**config.mk**
```make
export PLATFORM = sky130hd
export DESIGN_NAME = sevenseg_scan_mux
export DESIGN_NICKNAME = d
export VERILOG_FILES = /design/src/rtl/sevenseg_pkg.sv /design/src/rtl/sevenseg_digit_dec.sv /design/src/rtl/sevenseg_scan_mux.sv
export SDC_FILE = /design/constraint.sdc
export NUM_CORES = 1
export LEC_CHECK = 0
export ABC_CLOCK_PERIOD_IN_PS = 3150
export BUFFER_PORTS_ARGS = -buffer_cell sky130_fd_sc_hd__buf_2
export CORE_MARGIN = 10
export CORE_UTILIZATION = 30
export CTS_CLUSTER_DIAMETER = 80
export DETAILED_ROUTE_END_ITERATION = 10
export HOLD_SLACK_MARGIN = 0.1
export PLACE_DENSITY = 0.51
export SYNTH_ARGS = -nofsm -noshare
export SYNTH_HDL_FRONTEND = slang
export SYNTH_SLANG_ARGS = --single-unit
```
**constraint.sdc**
```tcl
create_clock -name clk -period 3.15 [get_ports clk]
set_input_delay 0.1575 -clock clk [delete_from_list [all_inputs] [get_ports clk]]
set_output_delay 0.1575 -clock clk [all_outputs]
set_load 0.005 [all_outputs]
```
**src/rtl/sevenseg_pkg.sv**
```systemverilog
// sevenseg_pkg: shared segment constants, BCD decode table and scan FSM states.
package sevenseg_pkg;
   localparam int SEG_W = 7;
   localparam logic [SEG_W-1:0] SEG_BLANK = 7'b1111111;
   localparam logic [SEG_W-1:0] SEG_LUT [16] = '{
      7'b0000001, 7'b1001111, 7'b0010010, 7'b0000110,
      7'b1001100, 7'b0100100, 7'b0100000, 7'b0001111,
      7'b0000000, 7'b0000100, SEG_BLANK,  SEG_BLANK,
      SEG_BLANK,  SEG_BLANK,  SEG_BLANK,  SEG_BLANK
   };
   typedef enum logic {ST_ON, ST_BLANK} state_t;
endpackage

```
**src/rtl/sevenseg_digit_dec.sv**
```systemverilog
// sevenseg_digit_dec: BCD nibble to active-low {a..g} segments, blank on non-decimal.
module sevenseg_digit_dec
   import sevenseg_pkg::*;
(
   input  logic [3:0]       bcd_i,
   output logic [SEG_W-1:0] seg_o
);
   assign seg_o = SEG_LUT[bcd_i];
endmodule

```
**src/rtl/sevenseg_scan_mux.sv**
```systemverilog
// sevenseg_scan_mux: multiplexed seven-segment scanner with dead-time; SEVENSEG_LEADING_ZERO_BLANK_EN blanks leading zeros.
module sevenseg_scan_mux
   import sevenseg_pkg::*;
#(
   parameter int NUM_DIGITS   = 4,
   parameter int REFRESH_DIV  = 12000,
   parameter int BLANK_CYCLES = 16
) (
   input  logic                    clk,
   input  logic                    rst,
   input  logic                    load_i,
   input  logic [4*NUM_DIGITS-1:0] value_i,
   input  logic [NUM_DIGITS-1:0]   dp_i,
   output logic                    ready_o,
   output logic [SEG_W-1:0]        seg_o,
   output logic                    dp_o,
   output logic [NUM_DIGITS-1:0]   an_o
);
   localparam int IW   = NUM_DIGITS > 1 ? $clog2(NUM_DIGITS) : 1;
   localparam int DMAX = REFRESH_DIV > BLANK_CYCLES ? REFRESH_DIV : BLANK_CYCLES;
   localparam int DW   = $clog2(DMAX);
   localparam int BT   = BLANK_CYCLES > 0 ? BLANK_CYCLES - 1 : 0;
   state_t                  state_q, state_d;
   logic [IW-1:0]           idx_q, idx_d, idx_adv;
   logic [DW-1:0]           div_q, div_d;
   logic                    first_q, first_d, pending_q, pending_d;
   logic [4*NUM_DIGITS-1:0] shadow_q, shadow_d, disp_q, disp_d;
   logic [NUM_DIGITS-1:0]   sdp_q, sdp_d, ddp_q, ddp_d, an_q, an_d;
   logic [SEG_W-1:0]        seg_q, seg_d, dec_seg;
   logic                    dp_q, dp_d, term, advance, boundary, capture, lz_hit;
   logic [3:0]              nib;
   assign nib = disp_q[{idx_q, 2'b00} +: 4];
   sevenseg_digit_dec u_dec (.bcd_i(nib), .seg_o(dec_seg));
`ifdef SEVENSEG_LEADING_ZERO_BLANK_EN
   logic [NUM_DIGITS-1:0] lz;
   logic                  zero_above;
   always_comb begin
      lz = '0;
      zero_above = 1'b1;
      for (int k = NUM_DIGITS - 1; k >= 0; k--) begin
         zero_above = zero_above & (disp_q[4*k +: 4] == 4'd0);
         lz[k] = zero_above;
      end
      lz_hit = (idx_q != '0) && lz[idx_q];
   end
`else
   assign lz_hit = 1'b0;
`endif
   always_comb begin
      term     = state_q == ST_ON ? div_q == DW'(REFRESH_DIV - 1) : div_q == DW'(BT);
      advance  = state_q == ST_BLANK && term;
      // the first digit after reset is 0 rather than 0+1
      idx_adv  = first_q || idx_q == IW'(NUM_DIGITS - 1) ? '0 : idx_q + 1'b1;
      boundary = advance && idx_adv == '0;
      state_d  = term ? (state_q == ST_ON ? ST_BLANK : ST_ON) : state_q;
      div_d    = term ? '0 : div_q + 1'b1;
      idx_d    = advance ? idx_adv : idx_q;
      first_d  = first_q && !advance;
      capture  = load_i && !pending_q;
      shadow_d = capture ? value_i : shadow_q;
      sdp_d    = capture ? dp_i : sdp_q;
      pending_d = capture || (pending_q && !boundary);
      disp_d   = boundary && pending_q ? shadow_q : disp_q;
      ddp_d    = boundary && pending_q ? sdp_q : ddp_q;
      seg_d    = state_q == ST_ON && !lz_hit ? dec_seg : SEG_BLANK;
      dp_d     = !(state_q == ST_ON && ddp_q[idx_q]);
      an_d     = state_q == ST_ON ? ~(NUM_DIGITS'(1) << idx_q) : '1;
   end
   always_ff @(posedge clk) begin
      if (rst) begin
         state_q   <= ST_BLANK;
         idx_q     <= '0;
         div_q     <= '0;
         first_q   <= 1'b1;
         pending_q <= 1'b0;
         shadow_q  <= '0;
         sdp_q     <= '0;
         disp_q    <= '0;
         ddp_q     <= '0;
         seg_q     <= SEG_BLANK;
         dp_q      <= 1'b1;
         an_q      <= '1;
      end else begin
         state_q   <= state_d;
         idx_q     <= idx_d;
         div_q     <= div_d;
         first_q   <= first_d;
         pending_q <= pending_d;
         shadow_q  <= shadow_d;
         sdp_q     <= sdp_d;
         disp_q    <= disp_d;
         ddp_q     <= ddp_d;
         seg_q     <= seg_d;
         dp_q      <= dp_d;
         an_q      <= an_d;
      end
   end
   assign ready_o = !pending_q;
   assign seg_o   = seg_q;
   assign dp_o    = dp_q;
   assign an_o    = an_q;
endmodule
```
Word level (Yosys, flattened, before mapping)
Memories as Yosys holds them, arrays and structs flattened. A register that Yosys moved wholly into a read port is not among the register bits.
Cells that the tools add are included.
W data, S select, Z words.
{"block": "totals", "reg_bits": 64, "latch_bits": 0, "mem_bits_rw": 0, "romBits": 112, "input_bits": 23, "output_inout_bits": 13, "elab_cells": 44, "memories": 1}
{"name": "(no name shown)", "words": 16, "width": 7, "rd": 1, "rd_ports_with_merged_regs": 1, "write_ports": 0, "line_no": "sevenseg_digit_dec.sv:8", "text": "assign seg_o = SEG_LUT[bcd_i];"}
{"block": "op_classes", "add_sub_neg": 2, "n_mul": 0, "div_mod_pow": 0, "order_cmp": 1, "n_eq_ne": 3, "shift": 2, "muxes": 5, "bitwise_logic": 3, "n_reduce_logical": 16}
{"cell": "$shiftx A16 B5 Y4", "n": 1}
{"cell": "$add A14 B1 Y14 const B", "n": 1}
{"cell": "$eq A14 B14 Y1 const B", "n": 1}
{"cell": "$eq A14 B4 Y1 const B", "n": 1}
{"cell": "$logic_and A1 B1 Y1", "n": 7}
{"cell": "$not A4 Y5", "n": 1}
{"cell": "$logic_not A1 Y1", "n": 4}
{"cell": "$not A4 Y4", "n": 1}
{"cell": "$reduce_or A2 Y1", "n": 2}
{"cell": "$shl A1 B2 Y4 const A", "n": 1}
{"cell": "$lt A2 B3 Y1 const B", "n": 1}
{"cell": "$mux W1", "n": 3}
{"cell": "$add A2 B1 Y2 const B", "n": 1}
{"cell": "$bmux W1 S2", "n": 1}
{"cell": "$eq A2 B2 Y1 const B", "n": 1}
{"cell": "$logic_not A2 Y1", "n": 1}
{"cell": "$logic_or A1 B1 Y1", "n": 2}
{"cell": "$mux W2", "n": 1}
{"cell": "$not A1 Y1", "n": 1}

Depth between registers and ports, before layout
Gate-level depths: netlist of run 1.
{"block": "depth", "word_depth": 8, "depth_mapped": 8, "ltp_nobuf": 6}

Modules after synthesis
A second synthesis of run 1 with hierarchy kept.
{"block": "unflattened", "cells_unflattened": 351, "area_unflattened_um2": 3079.2}
{"module": "sevenseg_scan_mux", "instances": 1, "cells_per_inst": 318, "area_per_inst_um2": 2869.0, "seq_area_each_um2": 1421.4}
{"module": "sevenseg_digit_dec", "instances": 1, "cells_per_inst": 33, "area_per_inst_um2": 210.2, "seq_area_each_um2": 0.0}

Worst setup path after synthesis of run 1
No wires, ideal clock.
{"block": "synth_timing", "path_kind": "reg-to-reg", "start": "register idx_q[1]", "end": "register disp_q[10]", "setup_ns": 0.070, "arrival_ns": 1.738, "required_time_ns": 3.080, "slack_ns": 1.342, "path_stages_with_launch": 9, "path_buffers": 2, "synth_period_minus_slack_ns": 1.808, "path_cell_list": "dfxtp_1 clkbuf_1 inv_1 ha_1 nor2b_1 o31a_1 clkbuf_1 nand4_1 a21oi_1"}
{"block": "synth_via", "elab_chain_cells": 6, "word_cells_on_any_way": 7, "classes_between": "add/sub: 1; eq/ne: 1; mux: 1; reduce/logical: 4"}
{"item": "from (decl)", "line_no": "sevenseg_scan_mux.sv:24", "text": "logic [IW-1:0] idx_q, idx_d, idx_adv;"}
{"item": "from (signal assigned)", "line_no": "sevenseg_scan_mux.sv:85", "text": "idx_q <= idx_d;"}
{"item": "parallel branches: the longest is 2 deep, another holds $add A2 B1 Y2"}
{"item": "$mux W2 *", "line_no": "sevenseg_scan_mux.sv:53", "text": "idx_adv = first_q || idx_q == IW'(NUM_DIGITS - 1) ? '0 : idx_q + 1'b1;"}
{"item": "$logic_not A2 Y1 *", "line_no": "sevenseg_scan_mux.sv:54", "text": "boundary = advance && idx_adv == '0;"}
{"item": "$logic_and A1 B1 Y1 *", "line_no": "sevenseg_scan_mux.sv:54"}
{"item": "$logic_and A1 B1 Y1 *", "line_no": "sevenseg_scan_mux.sv:63", "text": "disp_d = boundary && pending_q ? shadow_q : disp_q;"}
{"item": "to (signal assigned)", "line_no": "sevenseg_scan_mux.sv:91", "text": "disp_q <= disp_d;"}
{"item": "to (decl)", "line_no": "sevenseg_scan_mux.sv:27", "text": "logic [4*NUM_DIGITS-1:0] shadow_q, shadow_d, disp_q, disp_d;"}
Mark *: on every way between the ends.
A chain may end at the register's enable or synchronous reset.

Worst setup path in the final report of run 1
{"block": "layout_timing", "start": "register idx_q[1]", "end": "register disp_q[12]"}
Same word-level chain as after synthesis.

==> flow_metrics.py, run 1 <==
metrics = {
    "pwr": {
        "switching_share_pct": 21.86,
        "vdd_drop_max_mv": 0.1912,
        "p_clk_share_pct": 44.5,
        "p_leak_nw": 1.324,
        "p_switching_mw": 0.4062,
        "p_total_mw": 1.858,
        "pwr_density_cell_nw_per_um2": 488.0,
        "combinationalPowerShare_pct": 5.4,
        "internal-power_mw": 1.452,
        "pwr-share-seq_pct": 50.0,
    },
    "global_routing": {
        "gr-total-overflow": 0,
        "grt_util_all_layers_pct": 10.63,
        "antenna_found_initial": 0,
        "grt_pass1_wl_um": 12660,
        "grt_max_degree": 29,
        "grt_pass1_vias": 2533,
    },
    "worst_setup_path": {
        "critical_path.max_stage_delay_ns": 0.53,
        "cpMaxStageDelayCell": "dfxtp_1",
        "path_cells": "inv_1, ha_1, nor2b_1, o31a_1, buf_4, nand4_1, a21oi_1",
        "cp.arrival_ns": 2.44,
        "cp-start-kind": "register",
        "critical_path.top_delay_family": "compound AO/OA/AOI/OAI gates",
        "required_ns": 3.43,
        "worst-path-buf-inv": 2,
        "setup.worst_path.class": "reg -> reg",
        "cp_max_fo": 12,
        "endpoint_kind": "register",
    },
    "clocking": {
        "clkLatencyLatePin_ns": 0.35,
        "htreeDepth": 3,
        "clk_pin_slew_ns": 0.08,
        "clock_path_buffers": 2,
        "post-cts-setup-buffer-count": 0,
        "numCtsBuffers": 9,
        "clock_sinks": 71,
        "cts_tree": "done",
        "root_buffer": "clkbuf_8",
    },
    "synthesis": {
        "synthCells": 350,
        "syn_avg_cell_area_um2": 8.994,
        "synth-edff-count": 0,
        "synth_seq_cells": 71,
        "synth_nets": 384,
        "synth_cell_type_count": 40,
        "synthArstFlopShare_pct": 0,
        "synth-warning-count": 0,
        "synthFlopType": "dfxtp_1",
        "ys_seq_area_share_pct": 45.15,
        "syn_area_um2": 3148,
    },
    "die": {
        "ios": 36,
        "die-area_um2": 14990,
        "core_area_um2": 10280,
        "start_util_pct": 30.63,
        "die_w_um": 122.4,
        "rows": 37,
        "die_y_um": 122.4,
    },
    "cells_and_area": {
        "fin_nets": 426,
        "final_cell_mix": "71 x dfxtp_1, 52 x nand2_1, 43 x a21oi_1",
        "antenna_cells": 0,
        "area_delta_synth_final_pct": 20.95,
        "utilization_pct": 37.05,
        "final_cells": 533,
        "seq_area_um2": 1421,
        "drive_above_1_share_pct": 16.62,
        "multi_input_area_um2": 1524,
        "nFillCells": 1077,
        "final_common_cell": "dfxtp_1",
    },
    "detailed_routing": {
        "wl_per_cell_um": 14.11,
        "first_pass_iters": 4,
        "num_vias": 2556,
        "drt-initial-drc-count": 135,
        "wl_um": 7519,
        "ant_nets": 0,
        "drt_drc_violations_left": 0,
        "vias_per_cell": 4.795,
    },
    "timing": {
        "period_share_pct": 68.53,
        "clock.fmax_mhz": 463.3,
        "slew_viol_final": 0,
        "tns_ns": 0,
        "setup_viol": 0,
        "finClkSkew_ns": 0.006223,
        "rsz0062_at_grt": "false",
        "relSlewSlack_pct": 40.04,
        "hold_viol": 0,
        "worstMarginPinSlew_ns": 0.8954,
        "period_needed_ns": 2.159,
    },
    "run_status": {
        "status": "finished clean",
    },
    "placed_design": {
        "gp_congestion": 0.7928,
        "placedCellCount": 496,
        "io_buffers": 35,
        "dp_hpwl_um": 5120,
    },
    "flow_run": {
        "cap_violations": 0,
    },
    "worst_hold_path": {
        "hold_path.class": "in -> reg",
    },
}
==> final timing paths <==
path	from	end	slack [ns]	depth (start not counted)
worst min register to register	shadow_q[11]$_SDFFE_PP0P_	shadow_q[11]$_SDFFE_PP0P_	0.46	2
worst min-delay path	rst	shadow_q[6]$_SDFFE_PP0P_	0.28	2
worst max register to register	idx_q[1]$_SDFFE_PP0P_	disp_q[12]$_SDFFE_PP0P_	0.99	7
worst max-delay path	idx_q[1]$_SDFFE_PP0P_	disp_q[12]$_SDFFE_PP0P_	0.99	7
==> timing repair <==
action                                  in CTS  in global routing
endpoints found under the setup margin       0                  0
endpoints found under the hold margin       21                  0
resized for setup                            0                  0
hold buffers                                21                  0
==> per-stage QoR <==
step | setup WS (ns) | hold WS (ns) | area, µm²
after global routing | 0.7708 | 0.2846 | 3807
after detailed placement | 1.013 | 0.4056 | 3373
after global placement | 1.081 | 0.3994 | 3373
final | 0.9914 | 0.2784 | 3807
after CTS | 0.9856 | 0.2689 | 3807
after floorplan | 1.342 | 0.2935 | 3148
==> registers in the layout (all words and copies together), names as in the netlist, 2 cells and up <==
register  cells
disp_q       16
shadow_q     16
div_q        14
seg_o         7
an_o          4
ddp_q         4
sdp_q         4
idx_q         2
==> cell usage after synthesis, types with 2 or more instances <==
cell type | count | area share (%)
clkbuf_2 | 2 | 0.32
buf_6 | 2 | 0.72
mux4_2 | 4 | 2.9
xnor2_1 | 10 | 2.8
nor2_1 | 6 | 0.72
and3_1 | 6 | 1.2
mux2i_1 | 2 | 0.64
nand3_1 | 3 | 0.48
nor2b_1 | 2 | 0.40
and2_1 | 2 | 0.40
buf_4 | 8 | 1.9
inv_1 | 10 | 1.2
xor2_1 | 3 | 0.83
a21oi_1 | 43 | 6.8
ha_1 | 11 | 4.4
a211oi_1 | 2 | 0.48
dfxtp_1 | 71 | 45
nand4_1 | 28 | 5.6
clkbuf_1 | 13 | 1.6
nor4_1 | 2 | 0.40
nor3b_1 | 2 | 0.48
nand2_1 | 52 | 6.2
o21ai_0 | 7 | 1.1
buf_2 | 5 | 0.79
o31ai_1 | 21 | 5.0
nor3_1 | 18 | 2.9
o21ai_1 | 2 | 0.32
==> per-layer routing <==
metal / up-vias / global-route usage [%] / wire length, µm
met3: 12 / 2.984 / 288
met5: - / 0 / 0
met1: 1171 / 13.81 / 3725
met4: 0 / 5.744 / 158
li1: 1330 / - / -
met2: 43 / 15.65 / 3347
==> power groups by stage <==
stage / Sequential, mW / Clock [mW] / Combinational [mW]
6_report: 0.929 / 0.827 / 0.101
3_5_place_dp: 0.950 / 0 / 0.0824
5_1_grt: 0.932 / 0.891 / 0.116
4_1_cts: 0.929 / 0.850 / 0.103
3_3_place_gp: 0.951 / 0 / 0.0812
2_1_floorplan: 0.945 / 0 / 0.0529
==> cell type report <==
class,count,share of cell area (%)
flip-flops and latches,71,37.33
inverters,10,0.9859
repair buffers,62,11.30
clock inverters,3,1.709
well taps,136,4.469
multi-input cells,238,40.03
clock buffers,13,4.174
==> cells by family (layout without fill, tap and decap cells) <==
| logic type | Yosys count | count (layout) | share of synthesized area, % |
|---|---|---|---|
| adders and majority gates | 11 | 11 | 4.372 |
| and+or+nand+nor | 128 | 128 | 21.03 |
| DFF | 71 | 71 | 45.15 |
| buffers and inverters | 41 | 88 | 6.598 |
| xor gates and xnor gates | 13 | 13 | 3.617 |
| AOI/OAI and AO/OA | 79 | 79 | 14.90 |
| muxes | 7 | 7 | 4.333 |
Note: power is estimated with default switching activity, not from simulation.
==> run 2: changes to the inputs <==
Settings changed: ABC_AREA set to 1, ABC_CLOCK_PERIOD_IN_PS 3150 to 2000.
Clock period 3.15 ns to 2 ns, I/O delays scaled along.
==> flow_metrics.py, run 2 <==
metrics = {
    "die": {
        "core_area_um2": 9819,
        "die_y_um": 120.4,
        "ios": 36,
        "die_w_um": 120.4,
        "start_util_pct": 30.81,
        "rows": 36,
        "die-area_um2": 14500,
    },
    "run_status": {
        "status": "finished clean",
    },
    "global_routing": {
        "grt_pass1_vias": 2474,
        "antenna_found_initial": 0,
        "gr-total-overflow": 0,
        "grt_util_all_layers_pct": 9.288,
        "grt_pass1_wl_um": 11230,
        "grt_max_degree": 44,
    },
    "synthesis": {
        "synthFlopType": "dfxtp_1",
        "synth_compound_area_share_pct": 10.34,
        "synth_adder_area_share_pct": 4.549,
        "synthCells": 414,
        "synth-xor-area-share_pct": 2.316,
        "synth-warning-count": 0,
        "ys_seq_area_share_pct": 46.98,
        "synth_top_area_share_pct": 46.98,
        "muxShareOfSynthArea_pct": 0,
        "synth.most_common_cell": "nor2_1",
        "syn_area_um2": 3025,
        "synth_top_cell_by_area": "dfxtp_1",
        "synth-simple-area-share_pct": 28.58,
        "synth_nets": 448,
        "synth_cell_type_count": 29,
        "syn_avg_cell_area_um2": 7.308,
        "synth-edff-count": 0,
        "synthTopCellsByArea": "dfxtp_1 47%, nor2_1 13%, nand2_1 11%",
        "synth_top_family_by_area": "simple AND/OR/NAND/NOR gates",
        "synth_seq_cells": 71,
        "synthArstFlopShare_pct": 0,
        "yosys-top-cells-count": "104 x nor2_1, 85 x nand2_1, 71 x dfxtp_1",
    },
    "pwr": {
        "p_total_mw": 2.848,
        "vdd_drop_max_mv": 0.3880,
        "pwr_density_cell_nw_per_um2": 755.3,
        "p_leak_nw": 1.726,
    },
    "worst_setup_path": {
        "cp_common_cell": "o21ai_0",
        "setup.worst_path.class": "reg -> reg",
        "rrSetupSlack_ns": 0.25,
        "cp-start-kind": "register",
        "critical_path.top_delay_family": "flip-flops",
        "cpMaxStageDelayCell": "dfxtp_1",
        "critical_path.max_stage_delay_ns": 0.48,
        "required_ns": 2.22,
        "endpoint_kind": "register",
        "cp_max_fo": 8,
        "worst-path-buf-inv": 2,
        "path_cells": "inv_2, a21oi_1, o21ai_0, nand2_1, inv_1, ha_1, o21ai_0, o21ai_1",
        "cp.arrival_ns": 1.97,
    },
    "clocking": {
        "clock_path_buffers": 2,
        "cts_tree": "done",
        "clkLatencyLatePin_ns": 0.33,
        "htreeDepth": 3,
        "clock_sinks": 71,
        "post-cts-setup-buffer-count": 0,
        "root_buffer": "clkbuf_8",
        "clk_pin_slew_ns": 0.07,
        "numCtsBuffers": 9,
    },
    "timing": {
        "tns_ns": 0,
        "clock.fmax_mhz": 571.1,
        "finClkSkew_ns": 0.007744,
        "setup_viol": 0,
        "holdWs_ns": 0.4489,
        "relSlewSlack_pct": 58.54,
        "period_needed_ns": 1.751,
        "rsz0062_at_grt": "false",
        "hold_viol": 0,
        "slew_viol_final": 0,
        "worstMarginPinSlew_ns": 0.6212,
        "period_share_pct": 87.54,
    },
    "detailed_routing": {
        "wl_per_cell_um": 10.52,
        "drt_drc_violations_left": 0,
        "num_vias": 2524,
        "first_pass_iters": 4,
        "vias_per_cell": 4.138,
        "ant_nets": 0,
        "drt-initial-drc-count": 120,
        "wl_um": 6420,
    },
    "cells_and_area": {
        "seq_area_um2": 1421,
        "antenna_cells": 0,
        "largestRegisters": "disp_q: 16 flops, shadow_q: 16 flops, div_q: 14 flops",
        "area_delta_synth_final_pct": 24.65,
        "final_common_cell": "nor2_1",
        "drive_above_1_share_pct": 13.84,
        "nFillCells": 1059,
        "fin_nets": 507,
        "final_cell_mix": "104 x nor2_1, 85 x nand2_1, 71 x dfxtp_1",
        "multi_input_area_um2": 1385,
    },
    "worst_hold_path": {
        "hold_path.class": "reg -> reg",
    },
    "placed_design": {
        "io_buffers": 35,
        "gp_congestion": 0.8100,
        "dp_hpwl_um": 4667,
    },
    "flow_run": {
        "cap_violations": 0,
    },
}
[run 2: cell types whose count changed in the layout (fill, tap and decap cells not counted), moves of 14 or more]
cell / previous run / this run
a21oi_1: 43 / 17
inv_1: 10 / 36
nand2_1: 52 / 85
nand4_1: 28 / 1
nor2_1: 6 / 104
nor3_1: 18 / 4
o21ai_0: 7 / 36
o31ai_1: 20 / 0
[run 2: per-layer routing]
metal	vias up	global-route usage, %	share of wire, %
met4	0	4.902	2.0
met1	1068	11.86	51
li1	1409	-	-
met2	37	14.26	43
met3	10	2.141	3.6
met5	-	0	0
[run 2: worst paths after layout]
path,cells after the start,end,startpoint
setup / recovery,8,seg_o[0]$_SDFF_PP1_,idx_q[1]$_SDFFE_PP0P_
hold / removal,1,div_q[0]$_SDFF_PP0_,div_q[0]$_SDFF_PP0_
setup reg to reg,8,seg_o[0]$_SDFF_PP1_,idx_q[1]$_SDFFE_PP0P_
hold reg to reg,1,div_q[0]$_SDFF_PP0_,div_q[0]$_SDFF_PP0_
[run 2: logic make-up (layout without fill, tap and decap cells)]
kind of cell,Yosys count,after routing
buffers and inverters,53,116
DFF,71,71
xor gates and xnor gates,8,8
AOI/OAI and AO/OA,59,59
adders and majority gates,11,11
and+or+nand+nor,212,212
[run 2: metrics by stage]
| stage | setup slack (ns) | instances | cell area, µm² | utilization [%] |
|---|---|---|---|---|
| 2_1_floorplan | 0.2848 | 414 | 3025 | - |
| 3_3_place_gp | 0.2590 | 573 | 3336 | 33.97 |
| 3_5_place_dp | 0.1909 | 573 | 3336 | 33.97 |
| 4_1_cts | 0.1734 | 610 | 3767 | 38.37 |
| 5_1_grt | 0.01958 | 610 | 3771 | 38.40 |
| 6_report | 0.2491 | 610 | 3771 | 38.40 |
[run 2: area by class of cell]
class	instances	area share (%)
multi-input combinational	290	36.73
tap	133	4.413
sequential	71	37.69
inverter	38	3.782
clock inverter	4	1.858
timing repair buffer	63	11.78
clock buffer	11	3.749
[run 2: power by group]
part / internal (mW) / total [mW] / switching [mW]
Clock: 0.726 / 1.23 / 0.500
Combinational: 0.0759 / 0.151 / 0.0747
Sequential: 1.45 / 1.47 / 0.0198
Total: 2.25 / 2.85 / 0.595
[run 2: what timing repair did]
action                                  in CTS  in global routing
hold buffers                                22                  0
endpoints found under the setup margin       0                  1
endpoints found under the hold margin       23                  0
resized for setup                            0                  1
==> run 3: changes to the inputs <==
Settings changed: RECOVER_POWER set to 25.
==> flow_metrics.py, run 3 (synthesis gave the netlist of run 2 again) <==
metrics = {
    "run_status": {
        "status": "finished clean",
    },
    "timing": {
        "finClkSkew_ns": 0.007603,
        "worstMarginPinSlew_ns": 0.6257,
        "period_share_pct": 88.71,
        "period_needed_ns": 1.774,
        "relSlewSlack_pct": 58.24,
        "rsz0062_at_grt": "false",
        "setup_viol": 0,
        "tns_ns": 0,
        "clock.fmax_mhz": 563.6,
        "slew_viol_final": 0,
        "hold_viol": 0,
    },
    "cells_and_area": {
        "final_cells": 610,
        "fin_nets": 507,
        "area_delta_synth_final_pct": 23.90,
        "final_cell_mix": "105 x nor2_1, 85 x nand2_1, 71 x dfxtp_1",
        "drive_above_1_share_pct": 11.11,
        "largestRegisters": "disp_q: 16 flops, shadow_q: 16 flops, div_q: 14 flops",
        "final_common_cell": "nor2_1",
        "utilization_pct": 38.18,
        "antenna_cells": 0,
    },
    "clocking": {
        "clock_path_buffers": 2,
        "clk_pin_slew_ns": 0.07,
        "numCtsBuffers": 9,
        "htreeDepth": 3,
        "root_buffer": "clkbuf_8",
        "cts_tree": "done",
        "clkLatencyLatePin_ns": 0.33,
        "clock_sinks": 71,
        "post-cts-setup-buffer-count": 0,
    },
    "pwr": {
        "combinationalPowerShare_pct": 5.3,
        "pwr-share-seq_pct": 51.7,
        "p_clk_share_pct": 43.0,
        "pwr_density_cell_nw_per_um2": 759.4,
        "internal-power_mw": 2.253,
        "p_switching_mw": 0.5936,
        "switching_share_pct": 20.85,
        "vdd_drop_max_mv": 0.3876,
        "p_leak_nw": 1.712,
    },
    "global_routing": {
        "antenna_found_initial": 0,
        "grt_util_all_layers_pct": 9.288,
        "gr-total-overflow": 0,
        "grt_pass1_wl_um": 11230,
        "grt_max_degree": 44,
        "grt_pass1_vias": 2474,
    },
    "worst_hold_path": {
        "hold_depth": 1,
        "hold_path.class": "reg -> reg",
    },
    "die": {
        "ios": 36,
        "start_util_pct": 30.81,
        "die_y_um": 120.4,
        "die-area_um2": 14500,
        "die_w_um": 120.4,
        "rows": 36,
        "core_area_um2": 9819,
    },
    "placed_design": {
        "dp_hpwl_um": 4667,
        "placedCellCount": 573,
        "gp_congestion": 0.8100,
        "io_buffers": 35,
    },
    "worst_setup_path": {
        "cp.arrival_ns": 2.00,
        "cpMaxStageDelayCell": "dfxtp_1",
        "cp.depth": 9,
        "cp-start-kind": "register",
        "r2r_cells": 9,
        "required_ns": 2.23,
        "path_cells": "ha_1, nand3_2, nor2_1, nand3_4, nor2_4, nand2_2, buf_6, nor2_1, nor2_1",
        "cp_max_fo": 40,
        "endpoint_kind": "register",
        "critical_path.max_stage_delay_ns": 0.35,
        "worst-path-buf-inv": 1,
        "critical_path.top_delay_family": "simple AND/OR/NAND/NOR gates",
        "cp_common_cell": "nor2_1",
        "setup.worst_path.class": "reg -> reg",
    },
    "detailed_routing": {
        "first_pass_iters": 4,
        "wl_per_cell_um": 10.53,
        "vias_per_cell": 4.136,
        "num_vias": 2523,
        "drt_drc_violations_left": 0,
        "ant_nets": 0,
        "drt-initial-drc-count": 119,
        "wl_um": 6421,
    },
    "flow_run": {
        "cap_violations": 0,
    },
}
## run 3: changes by cell type in the layout (fill, tap and decap cells not counted), sizes merged
cell,previous run,this run
clkbuf,11,23
buf,41,29
## run 3: path summary, 6_finish.rpt
kind,start,end,slack [ns]
max,div_q[0]$_SDFF_PP0_,disp_q[15]$_SDFFE_PP0P_,0.23
min,div_q[0]$_SDFF_PP0_,div_q[0]$_SDFF_PP0_,0.45
max reg2reg,div_q[0]$_SDFF_PP0_,disp_q[15]$_SDFFE_PP0P_,0.23
min reg2reg,div_q[0]$_SDFF_PP0_,div_q[0]$_SDFF_PP0_,0.45
## run 3: area by class of cell
type	count	area (µm²)
Fill cell	1071	6071
Sequential cell	71	1421
Multi-Input combinational cell	290	1378
Timing Repair Buffer	63	429.2
Tap cell	133	166.4
Inverter	38	142.6
Clock buffer	11	141.4
Clock inverter	4	70.07
## run 3: through the flow
| step | cell area [µm²] | worst slack (ns) | total power, mW | hold slack [ns] |
|---|---|---|---|---|
| 5_1_grt | 3749 | 0.01328 | 2.969 | 0.4789 |
| 4_1_cts | 3767 | 0.1734 | 2.902 | 0.4525 |
| 6_report | 3749 | 0.2258 | 2.847 | 0.4489 |
| 3_3_place_gp | 3336 | 0.2590 | 1.625 | 0.3447 |
| 3_5_place_dp | 3336 | 0.1909 | 1.627 | 0.3412 |
| 2_1_floorplan | 3025 | 0.2848 | 1.577 | 0.1785 |
## run 3: metal layers
layer	wire length, µm	part of all wire (%)	global-route usage [%]
met3	257	4.0	2.141
met5	0	0	0
met4	131	2.0	4.902
met1	3254	51	11.86
met2	2777	43	14.26
## run 3: timing repair
item                                    CTS  global route
endpoints found under the setup margin    0             1
resized for setup                         0             1
endpoints found under the hold margin    23             0
hold buffers                             22             0
## run 3: power by group through the flow
stage / registers, mW / clock network, mW / logic (mW)
after floorplan: 1.50 / 0 / 0.0778
after global placement: 1.50 / 0 / 0.120
after detailed placement: 1.50 / 0 / 0.122
after CTS: 1.47 / 1.28 / 0.155
after global routing: 1.48 / 1.32 / 0.177
final: 1.47 / 1.23 / 0.150
## run 3: worst reg2reg max path, cell delays in order, from the launching register on
cell     delay, ns
dfxtp_1       0.35
ha_1          0.22
nand3_2       0.10
nor2_1        0.24
nand3_4       0.15
nor2_4        0.13
nand2_2       0.06
buf_6         0.19
nor2_1        0.16
nor2_1        0.06
